File: src/rtl/syscall_read_unit.sv
// syscall_read_unit
// Input-side syscall service for the single-cycle MIPS core. It handles
// read_int, which parses a decimal integer from the console byte stream and
// returns it for $v0, and read_string, which copies a line from the console
// into memory at $a0 as a NUL-terminated string of at most $a1 bytes.
// The core stalls while busy is high. Every output is registered.

module syscall_read_unit #(
    parameter logic [31:0] SVC_READ_INT = 32'd5,
    parameter logic [31:0] SVC_READ_STR = 32'd8,
    parameter logic [7:0]  NEWLINE      = 8'h0A
) (
    input  logic        clk,
    input  logic        reset,
    input  logic        start,
    input  logic [31:0] service,
    input  logic [31:0] arg_addr,
    input  logic [31:0] arg_len,
    input  logic        rx_valid,
    input  logic [7:0]  rx_data,
    output logic        rx_ready,
    output logic        mem_we,
    output logic [31:0] mem_addr,
    output logic [31:0] mem_wdata,
    output logic [3:0]  mem_be,
    output logic        busy,
    output logic        result_we,
    output logic [31:0] result,
    output logic        done
);

    typedef enum logic [2:0] {
        ST_IDLE   = 3'd0,
        ST_INT_RX = 3'd1,
        ST_STR_RX = 3'd2,
        ST_TERM   = 3'd3,
        ST_FIN    = 3'd4
    } state_t;

    localparam logic [7:0] ASCII_MINUS = 8'h2D;
    localparam logic [7:0] ASCII_ZERO  = 8'h30;
    localparam logic [7:0] ASCII_NINE  = 8'h39;

    // Big-endian lane select: byte offset 0 lives in bits 31:24, so it is be[3].
    function automatic logic [3:0] lane_be(input logic [1:0] offset);
        logic [3:0] be;
        case (offset)
            2'd0:    be = 4'b1000;
            2'd1:    be = 4'b0100;
            2'd2:    be = 4'b0010;
            2'd3:    be = 4'b0001;
            default: be = 4'b0000;
        endcase
        return be;
    endfunction

    // True for the ASCII characters '0' through '9'.
    function automatic logic is_digit(input logic [7:0] b);
        return (b >= ASCII_ZERO) && (b <= ASCII_NINE);
    endfunction

    state_t      state_r;
    logic [31:0] acc_r;
    logic        neg_r;
    logic        first_r;
    logic [31:0] ptr_r;
    logic [31:0] rem_r;

    logic        rx_ready_r;
    logic        mem_we_r;
    logic [31:0] mem_addr_r;
    logic [31:0] mem_wdata_r;
    logic [3:0]  mem_be_r;
    logic        busy_r;
    logic        result_we_r;
    logic [31:0] result_r;
    logic        done_r;

    logic        accept_s;
    logic [31:0] acc_mac_s;
    logic [31:0] int_final_s;
    logic [31:0] rem_dec_s;
    logic [31:0] ptr_inc_s;
    logic [31:0] word_addr_s;

    // Datapath helpers: handshake, decimal multiply-accumulate, sign fix-up, pointer math.
    always_comb begin
        accept_s    = rx_valid & rx_ready_r;
        // acc*10 + digit, wrapping modulo 2^32. The digit value is the low
        // nibble of its ASCII code.
        acc_mac_s   = (acc_r << 3) + (acc_r << 1) + {28'd0, rx_data[3:0]};
        int_final_s = neg_r ? (32'd0 - acc_r) : acc_r;
        rem_dec_s   = rem_r - 32'd1;
        ptr_inc_s   = ptr_r + 32'd1;
        word_addr_s = {ptr_r[31:2], 2'b00};
    end

    // Control FSM and all registered outputs. Strobes default low every cycle.
    always_ff @(posedge clk or negedge reset) begin
        if (!reset) begin
            state_r     <= ST_IDLE;
            acc_r       <= 32'd0;
            neg_r       <= 1'b0;
            first_r     <= 1'b0;
            ptr_r       <= 32'd0;
            rem_r       <= 32'd0;
            rx_ready_r  <= 1'b0;
            mem_we_r    <= 1'b0;
            mem_addr_r  <= 32'd0;
            mem_wdata_r <= 32'd0;
            mem_be_r    <= 4'b0000;
            busy_r      <= 1'b0;
            result_we_r <= 1'b0;
            result_r    <= 32'd0;
            done_r      <= 1'b0;
        end else begin
            mem_we_r    <= 1'b0;
            mem_be_r    <= 4'b0000;
            result_we_r <= 1'b0;
            done_r      <= 1'b0;

            case (state_r)
                ST_IDLE: begin
                    if (start && (service == SVC_READ_INT)) begin
                        acc_r      <= 32'd0;
                        neg_r      <= 1'b0;
                        first_r    <= 1'b1;
                        state_r    <= ST_INT_RX;
                        busy_r     <= 1'b1;
                        rx_ready_r <= 1'b1;
                    end else if (start && (service == SVC_READ_STR)) begin
                        ptr_r  <= arg_addr;
                        rem_r  <= arg_len;
                        busy_r <= 1'b1;
                        if (arg_len == 32'd0) begin
                            state_r <= ST_FIN;
                        end else if (arg_len == 32'd1) begin
                            // Room only for the terminator.
                            state_r <= ST_TERM;
                        end else begin
                            state_r    <= ST_STR_RX;
                            rx_ready_r <= 1'b1;
                        end
                    end else begin
                        // Unknown service codes are ignored.
                        state_r <= ST_IDLE;
                    end
                end

                ST_INT_RX: begin
                    if (accept_s) begin
                        first_r <= 1'b0;
                        if (first_r && (rx_data == ASCII_MINUS)) begin
                            neg_r <= 1'b1;
                        end else if (is_digit(rx_data)) begin
                            acc_r <= acc_mac_s;
                        end else begin
                            // Any non-digit ends the number and is consumed.
                            result_r    <= int_final_s;
                            result_we_r <= 1'b1;
                            done_r      <= 1'b1;
                            busy_r      <= 1'b0;
                            rx_ready_r  <= 1'b0;
                            state_r     <= ST_IDLE;
                        end
                    end else begin
                        state_r <= ST_INT_RX;
                    end
                end

                ST_STR_RX: begin
                    if (accept_s) begin
                        mem_we_r    <= 1'b1;
                        mem_addr_r  <= word_addr_s;
                        mem_be_r    <= lane_be(ptr_r[1:0]);
                        mem_wdata_r <= {4{rx_data}};
                        ptr_r       <= ptr_inc_s;
                        rem_r       <= rem_dec_s;
                        // Stop on newline (which is kept) or when only the NUL slot remains.
                        if ((rx_data == NEWLINE) || (rem_dec_s == 32'd1)) begin
                            state_r    <= ST_TERM;
                            rx_ready_r <= 1'b0;
                        end else begin
                            state_r <= ST_STR_RX;
                        end
                    end else begin
                        state_r <= ST_STR_RX;
                    end
                end

                ST_TERM: begin
                    // The NUL write, done and the return to idle land together.
                    mem_we_r    <= 1'b1;
                    mem_addr_r  <= word_addr_s;
                    mem_be_r    <= lane_be(ptr_r[1:0]);
                    mem_wdata_r <= 32'd0;
                    done_r      <= 1'b1;
                    busy_r      <= 1'b0;
                    rx_ready_r  <= 1'b0;
                    state_r     <= ST_IDLE;
                end

                ST_FIN: begin
                    // Zero-length buffer: nothing to write.
                    done_r     <= 1'b1;
                    busy_r     <= 1'b0;
                    rx_ready_r <= 1'b0;
                    state_r    <= ST_IDLE;
                end

                default: begin
                    busy_r     <= 1'b0;
                    rx_ready_r <= 1'b0;
                    state_r    <= ST_IDLE;
                end
            endcase
        end
    end

    assign rx_ready  = rx_ready_r;
    assign mem_we    = mem_we_r;
    assign mem_addr  = mem_addr_r;
    assign mem_wdata = mem_wdata_r;
    assign mem_be    = mem_be_r;
    assign busy      = busy_r;
    assign result_we = result_we_r;
    assign result    = result_r;
    assign done      = done_r;

endmodule

File: config.mk
export PLATFORM = sky130hd
export DESIGN_NAME = syscall_read_unit
export DESIGN_NICKNAME = d
export VERILOG_FILES = /design/src/rtl/syscall_read_unit.sv
export SDC_FILE = /design/constraint.sdc
export NUM_CORES = 1
export LEC_CHECK = 0
export CORE_ASPECT_RATIO = 1.2
export CORE_MARGIN = 5
export CORE_UTILIZATION = 45
export CTS_CLUSTER_SIZE = 12
export DETAILED_ROUTE_END_ITERATION = 10
export GPL_ROUTABILITY_DRIVEN = 0
export PLACE_DENSITY = 0.75
export SYNTH_ARGS = -nofsm -noshare
export SYNTH_HDL_FRONTEND = slang
export SYNTH_SLANG_ARGS = --single-unit
File: constraint.sdc
create_clock -name clk -period 6.7 [get_ports clk]
set_input_delay 1.34 -clock clk [delete_from_list [all_inputs] [get_ports clk]]
set_output_delay 1.34 -clock clk [all_outputs]
set_load 0.01 [all_outputs]
==> Yosys cells after proc, flatten, opt, wreduce, memory -nomap -nowiden <==
Index checks and enable logic that the tools add are counted.
{ "op_classes": {"add_sub_neg": 5, "mul": 0, "div": 0, "magnitude_cmp": 2, "n_eq_ne": 28, "n_shift": 0, "muxes": 58, "bitwise": 4, "reduce_logical": 21} }
{ "op_table": {"columns": ["op", "n"], "rows": [
  ["$mux W32", 13],
  ["$pmux W32 S2", 5],
  ["$eq A32 B1 Y1 const B", 2],
  ["$add A32 B1 Y32 const B", 1],
  ["$add A32 B32 Y32", 1],
  ["$add A32 B4 Y32", 1],
  ["$eq A32 B3 Y1 const B", 1],
  ["$eq A32 B4 Y1 const B", 1],
  ["$logic_not A32 Y1", 1],
  ["$sub A1 B32 Y32 const A", 1],
  ["$sub A32 B1 Y32 const B", 1],
  ["$mux W1", 23],
  ["$mux W3", 7],
  ["$ne A2 B2 Y1 const B", 10],
  ["$pmux W4 S4", 1],
  ["$ne A3 B3 Y1 const B", 5],
  ["$reduce_and A4 Y1", 3],
  ["$reduce_and A5 Y1", 2],
  ["$pmux W3 S3", 1],
  ["$eq A8 B4 Y1 const B", 1],
  ["$eq A8 B6 Y1 const B", 1],
  ["$ge A8 B6 Y1 const B", 1],
  ["$le A8 B6 Y1 const B", 1],
  ["$pmux W1 S2", 4],
  ["19 further kinds", 30]
]} }
{ "word_totals": {"register_bits": 206, "latchBits": 0, "mem_bits_rw": 0, "romBits": 0, "in_bits": 108, "out_inout_bits": 105, "word_cells": 133, "mem_count": 0} }

==> Longest topological paths before layout <==
{ "logic_depth": {"depth_word": 6, "depth_mapped": 12, "ltp_nobuf": 12} }

==> Worst setup path after synthesis <==
Ideal clock, no wire load.
{ "synth_timing": {"path_kind": "input port to flip-flop", "from": "input rx_data[3]", "to": "register acc_r[28]", "setup_ns": 0.124, "arrival_time_ns": 3.889, "required_time_ns": 6.576, "path_slack_ns": 2.687, "path_stages": 11, "n_path_buf": 0, "path_cell_list": "fa_1 -> inv_1 -> fa_1 -> nor2b_1 -> o211ai_1 -> a21boi_0 -> o21ai_0 -> a21o_1 -> a221oi_1 -> nor2_1 -> a211o_1"} }
{ "synth_via": {"elab_chain_len": 5, "word_cells_on_any_way": 13, "classes_between": "add/sub (1); order compare (2); eq/ne (3); mux (4); reduce/logical (3)"} }
{ "synth_lines": {"columns": ["element", "line_no", "text"], "rows": [
  ["start, declared", "20", "input logic [7:0] rx_data,"],
  ["$add A32 B4 Y32", "91", "acc_mac_s = (acc_r << 3) + (acc_r << 1) + {28'd0, rx_data[3:0]};"],
  ["$mux W32", "155", "end else if (is_digit(rx_data)) begin"],
  ["$mux W32", "153", "if (first_r && (rx_data == ASCII_MINUS)) begin"],
  ["$mux W32", "151", "if (accept_s) begin"],
  ["$pmux W32 S2", "122", "case (state_r)"],
  ["end signal, assigned", "156", "acc_r <= acc_mac_s;"],
  ["end, declared", "63", "logic [31:0] acc_r;"]
]} }
Parallel ways exist; a longest one is shown, timed or not. The select of a mux whose other input is x is not followed.
A chain may end at the register's enable or synchronous reset.

==> Worst setup path after layout <==
{ "layout_timing": {"from": "input rx_data[3]", "to": "register acc_r[30]"} }
The elaborated chain is that of the path after synthesis.

==> impl_metrics.toml <==
[status]
outcome = "finished clean"

[finish]
drive_above_1_share_pct = 3.97
final_cells = 1866
antenna_cells = 0
syn2layout_area_growth_pct = 24.2
design_area_mm2 = 0.0142
regArea_mm2 = 0.00450
multiInputGateArea_mm2 = 0.00641
nFillCells = 2321
nets = 1699

[power_and_ir_drop]
leakage_nw = 6.40
irDropWorstVdd_v = 0.000162
p_per_area_mw_per_mm2 = 158

[floorplanning]
core_mm2 = 0.0253
row_count = 64
die_h_um = 185
die_w_um = 156
initial_utilization_pct = 45.2
die_area_mm2 = 0.0287
ioPinCount = 213

[synth]
ys_warn_count = 0
ys_types = 69
netlist_instances = 1384
synth_edf_count = 0
ys_ff_latch = 180
synth.cell_area_mm2 = 0.0114
synth-main-ff-cell = "dfrtp_1"
syn_avg_cell_area_um2 = 8.27
synth_seq_area_share_pct = 39.4
async_flop_share_pct = 100

[global_routing]
grt_overflow = 0
grt_start_max_net_pins = 100
grt_usage_pct = 22.4
antenna_found_initial = 1
grt_pass1_vias = 10600
grt_pass1_wl_mm = 52.9

[timing]
rsz0062_at_grt = "no"
period_needed_ps = 4490
setup_viol = 0
finClkSkew_ps = 20.8
fin_crit_sh_pct = 67.0
setup_ws_ps = 2210
timing.slew.headroom_pct = 32.4
maxClockFrequency_ghz = 0.223
fin_tns_setup_ps = 0
tightestPinTransition_ps = 1010
slew_viol_final = 0
hold_violations = 0

[place]
dpl-instance-area_mm2 = 0.0136
dp_cells = 1834
numPortBuffers = 210
place_ws_ps = 1770
dp_hpwl_mm = 23.6

[drt]
wl_mm = 32.5
drtIter0Drc = 850
wl_per_cell_um = 17.4
viasPerCell = 5.84
route.antenna.remaining_nets = 0
drt-pass1-iter-count = 5
vias = 10900
drc = 0

[setup_path]
crit_buf_inv = 2
crit_path_cell_trace = "clkdlybuf4s50_1, fa_1, inv_1, fa_1, nor2b_1, o211ai_1, a21boi_0, o21ai_0, a21oi_1, a211oi_1, or4_1, nand3_1"
crit_type = "input pin to flop"
slowest_delay_ps = 600
path_delay_family = "compound AO/OA/AOI/OAI gates"
start_kind = "input pin"
cp.arrival_ps = 4860
crit_path_frequent_cell = "fa_1"
critPathMaxFanout = 4
rrSetupSlack_ps = 3150
critPathCaptureType = "flop"
cp_slowest_cell = "fa_1"
worstPathRequired_ps = 7070

[clock_tree]
clockBufferDepth = 2
htreeDepth = 4
cts-buffers-inserted = 17
root_buffer = "clkbuf_16"
cts_hold_buffers = 0
clock_sinks = 180
cts_tree = "built"
post_cts_resized = 0
clk-insertion-delay-late_ps = 440
cts_setup_buffers = 0
clkTransAtPathRegs_ps = 90

[job]
maxCapViolCount = 0

[worst_hold_path]
hp-class = "flop to flop"
worst register-to-register path: cells and delay by family (launching register included):
kind | cells | cell delay [ps]
simple gates | 5 | 2220
flops | 1 | 430
compound gates | 1 | 280
fa+ha+maj | 1 | 220
xor+xnor | 1 | 180
buf+inv | 1 | 100
through the flow:
stage	power, W	util (%)	hold WS (ps)
after floorplan	0.00112	-	447
after global placement	0.00122	53.7	451
after detailed placement	0.00122	53.7	460
after CTS	0.00227	56.2	477
after global routing	0.00232	56.2	499
final	0.00225	56.2	473
power breakdown:
part / switching, W / internal (W)
sequential: 0.0000000546 / 0.00109
combinational: 0.0000502 / 0.0000656
clock: 0.000536 / 0.000515
synth_stat cells, drive strengths merged, types with 7 or more instances:
cell    count  area, µm²
a211oi      7       52.6
a21o       13       97.6
a21oi     114        571
a22o       10       87.6
a31oi      11       68.8
a32oi       7       61.3
and3       10       62.6
buf        33        228
clkbuf     67        251
dfrtp     180       4500
ha         66        826
inv        24       90.1
nand2     238        893
nand2b      9       56.3
nand3      31        155
nand4      17        106
nor2      106        398
nor2b       7       43.8
nor3       34        170
nor4       24        165
o21ai     159        796
o22ai      14       87.6
o31ai      16        120
or2         7       43.8
or3        18        113
or4        15        120
xnor2      20        175
xor2       40        350
cell families after synthesis:
| kind of cell | count (synthesis) | share of synthesized area (%) |
|---|---|---|
| AND/OR/NAND/NOR | 546 | 22.5 |
| AO/OA/AOI/OAI | 402 | 20.7 |
| flip-flops | 180 | 39.4 |
| buffers and inverters | 124 | 4.97 |
| adder cells (fa/ha/maj) | 68 | 7.56 |
| XOR/XNOR | 60 | 4.59 |
| multiplexers | 3 | 0.273 |
| other | 1 | 0.0328 |
state kept, by name, summed over array words and instances, names as in the netlist, 3 cells and up:
register	flops
rem_r	32
mem_addr	30
result	32
acc_r	32
ptr_r	32
state_r	3
mem_be	4
mem_wdata	8
area by class of cell:
cell class,count,area share (%)
clock buffers,17,2.99
flip-flops and latches,180,31.7
clock inverters,15,1.39
multi-input cells,1081,45.1
inverters,24,0.634
well taps,330,2.90
repair buffers,219,15.3
final timing paths:
check	startpoint	endpoint	cells after the start
max reg2reg	rem_r[0]	rx_ready	9
max in group asynchronous	reset	mem_addr[4]	2
min	mem_addr[23]	mem_addr[23]	2
max	rx_data[3]	acc_r[30]	12
min in group asynchronous	reset	result[0]	1
min reg2reg	mem_addr[23]	mem_addr[23]	2
per-layer routing:
layer	share of wire (%)	up-vias	GRT usage, %
met5	0.034	-	0
met4	1.6	2	6.16
met3	6.1	49	4.37
met2	51	383	39.5
met1	41	5248	28.1
li1	-	5218	-
cells in the final DEF, fill, tap and decap left out, drive strengths merged, types with 34 or more instances in the layout:
cell type,count
clkdlybuf4s50,209
nand2,238
nor2,106
ha,66
nor3,34
dfrtp,180
xor2,40
o21ai,159
a21oi,114
Note: power is estimated with default switching activity, not from simulation.
==> edit (same flow settings) <==
The 5 states of `state_t` get a one-hot encoding in 5 bits.
--- a/src/rtl/syscall_read_unit.sv
+++ b/src/rtl/syscall_read_unit.sv
@@ -30,10 +30,10 @@
 );
 
-    typedef enum logic [2:0] {
-        ST_IDLE   = 3'd0,
-        ST_INT_RX = 3'd1,
-        ST_STR_RX = 3'd2,
-        ST_TERM   = 3'd3,
-        ST_FIN    = 3'd4
+    typedef enum logic [4:0] {
+        ST_IDLE   = 5'b00001,
+        ST_INT_RX = 5'b00010,
+        ST_STR_RX = 5'b00100,
+        ST_TERM   = 5'b01000,
+        ST_FIN    = 5'b10000
     } state_t;
 
Formal check against the unedited RTL: no difference found for any inputs over 4 cycles, from zero or initial values and one cycle with reset low; so few cycles prove little.
==> edit against the unedited design <==
Area after synthesis up 0.72%; non-clock buffer count up 1; routed wire length up 1.9%; first-iteration DRC count down 11%; synthesized cell count down 2.7%; utilization about the same; sequential cell count up 2; worst setup slack worse by 0.023 ns; cell area up 0.31%; power down 1.5%.
==> edit: results (changes against the unedited design) <==
<table>
<tr><th>Metric</th><th>Value</th></tr>
<tr><th colspan="2">Run status</th></tr>
<tr><td>Result of the run</td><td>completed (unchanged)</td></tr>
<tr><th colspan="2">Layout</th></tr>
<tr><td>Count of nets after finishing</td><td>1668 (was 1699)</td></tr>
<tr><td>Ratio of cells with drive above 1 in the final layout</td><td>0.0638 (was 0.0397)</td></tr>
<tr><th colspan="2">Placement</th></tr>
<tr><td>Pre-CTS WS</td><td>1.78 ns (was 1.77 ns)</td></tr>
<tr><td>Final HPWL DP</td><td>23900 um (was 23600 um)</td></tr>
<tr><td>DP Area</td><td>13700 sq um (was 13600 sq um)</td></tr>
<tr><th colspan="2">Worst setup path</th></tr>
<tr><td>Critical path data required time</td><td>7.03 ns (was 7.07 ns)</td></tr>
<tr><td>Cell with the largest stage delay on the worst path</td><td>sky130_fd_sc_hd__o311ai_0 (was sky130_fd_sc_hd__fa_1)</td></tr>
<tr><th colspan="2">Timing</th></tr>
<tr><td>Layout Skew</td><td>0.0134 ns (was 0.0208 ns)</td></tr>
<tr><td>Headroom to the max-slew limit</td><td>0.181 (was 0.324)</td></tr>
<tr><td>F_max</td><td>0.222 GHz (was 0.223 GHz)</td></tr>
<tr><td>Hold slack</td><td>0.479 ns (was 0.473 ns)</td></tr>
<tr><th colspan="2">Detailed routing</th></tr>
<tr><td>Detailed router's first-iteration violation count</td><td>755 (was 850)</td></tr>
<tr><td>Routed WL</td><td>33100 um (was 32500 um)</td></tr>
<tr><th colspan="2">Yosys</th></tr>
<tr><td>Top area cells in the synthesized netlist</td><td>sky130_fd_sc_hd__dfrtp_1 39%, sky130_fd_sc_hd__ha_1 7.2%, sky130_fd_sc_hd__o21ai_0 6.7% (was sky130_fd_sc_hd__dfrtp_1 39%, sky130_fd_sc_hd__nand2_1 7.8%, sky130_fd_sc_hd__ha_1 7.2%)</td></tr>
<tr><td>Count of different cell masters after synthesis</td><td>72 (was 69)</td></tr>
<tr><td>Most numerous cell types in the synthesized netlist</td><td>181 x sky130_fd_sc_hd__dfrtp_1, 181 x sky130_fd_sc_hd__nand2_1, 154 x sky130_fd_sc_hd__o21ai_0 (was 238 x sky130_fd_sc_hd__nand2_1, 180 x sky130_fd_sc_hd__dfrtp_1, 157 x sky130_fd_sc_hd__o21ai_0)</td></tr>
<tr><th colspan="2">Power and ir drop</th></tr>
<tr><td>Peak supply drop</td><td>0.000133 V (was 0.000162 V)</td></tr>
<tr><th colspan="2">Global route</th></tr>
<tr><td>Number of antenna violations at the first check in global routing</td><td>0 (was 1)</td></tr>
<tr><td>Pin count of the biggest net entering global routing</td><td>101 (was 100)</td></tr>
</table>
[edit: cell count changes after synthesis, sizes merged, moves of 7 or more]
cell,unedited run,this run
o22ai,14,21
xor2,40,31
a21oi,114,131
a22o,10,2
nand3,31,47
nor2,106,95
nand2,238,181
clkbuf,67,57
a21o,13,6
xnor2,20,32
mux2,1,30
nor4,24,31
[edit: logic make-up (layout without fill, tap and decap cells)]
logic type	count (synthesis)	in the layout	share of synthesized area
mux	31	31	0.0302
simple gates	479	479	0.201
xor+xnor	63	63	0.0479
fa+ha+maj	68	68	0.0751
buf+inv	119	276	0.0476
flops	182	182	0.395
other cells	1	2	0.000325
compound gates	404	404	0.203
[edit: report_power, final]
part           internal, mW  switching (mW)  leakage [nW]  total, mW
registers              1.10   0.00000000829          2.51       1.10
clock network         0.526           0.477         0.273       1.00
logic                0.0654          0.0529          3.41      0.118
total                  1.69           0.530          6.20       2.22
[edit: routing by layer]
layer	GRT usage	up-vias	share of wire	routed length, um
li1	-	5142	-	-
met1	0.296	5135	0.42	14000
met2	0.387	304	0.50	16600
met3	0.0465	39	0.062	2040
met4	0.0611	0	0.014	465
met5	0	-	0	0
[edit: cell type report]
cell class,count,area [sq um]
clock inverter,13,138
timing repair buffer,220,2180
inverter,24,90.1
sequential,182,4560
tap,330,413
fill,2248,11100
multi-input combinational,1047,6450
clock buffer,19,433
[edit: path summary, 6_finish.rpt]
kind / start / end / cells past startpoint
worst max-delay path: rx_data[3] / acc_r[29] / 11
worst min-delay path: result[4] / result[4] / 2
worst max register to register: rem_r[0] / state_r[2] / 10
worst min register to register: result[4] / result[4] / 2
max in group asynchronous: reset / acc_r[16] / 2
min in group asynchronous: reset / rem_r[11] / 1
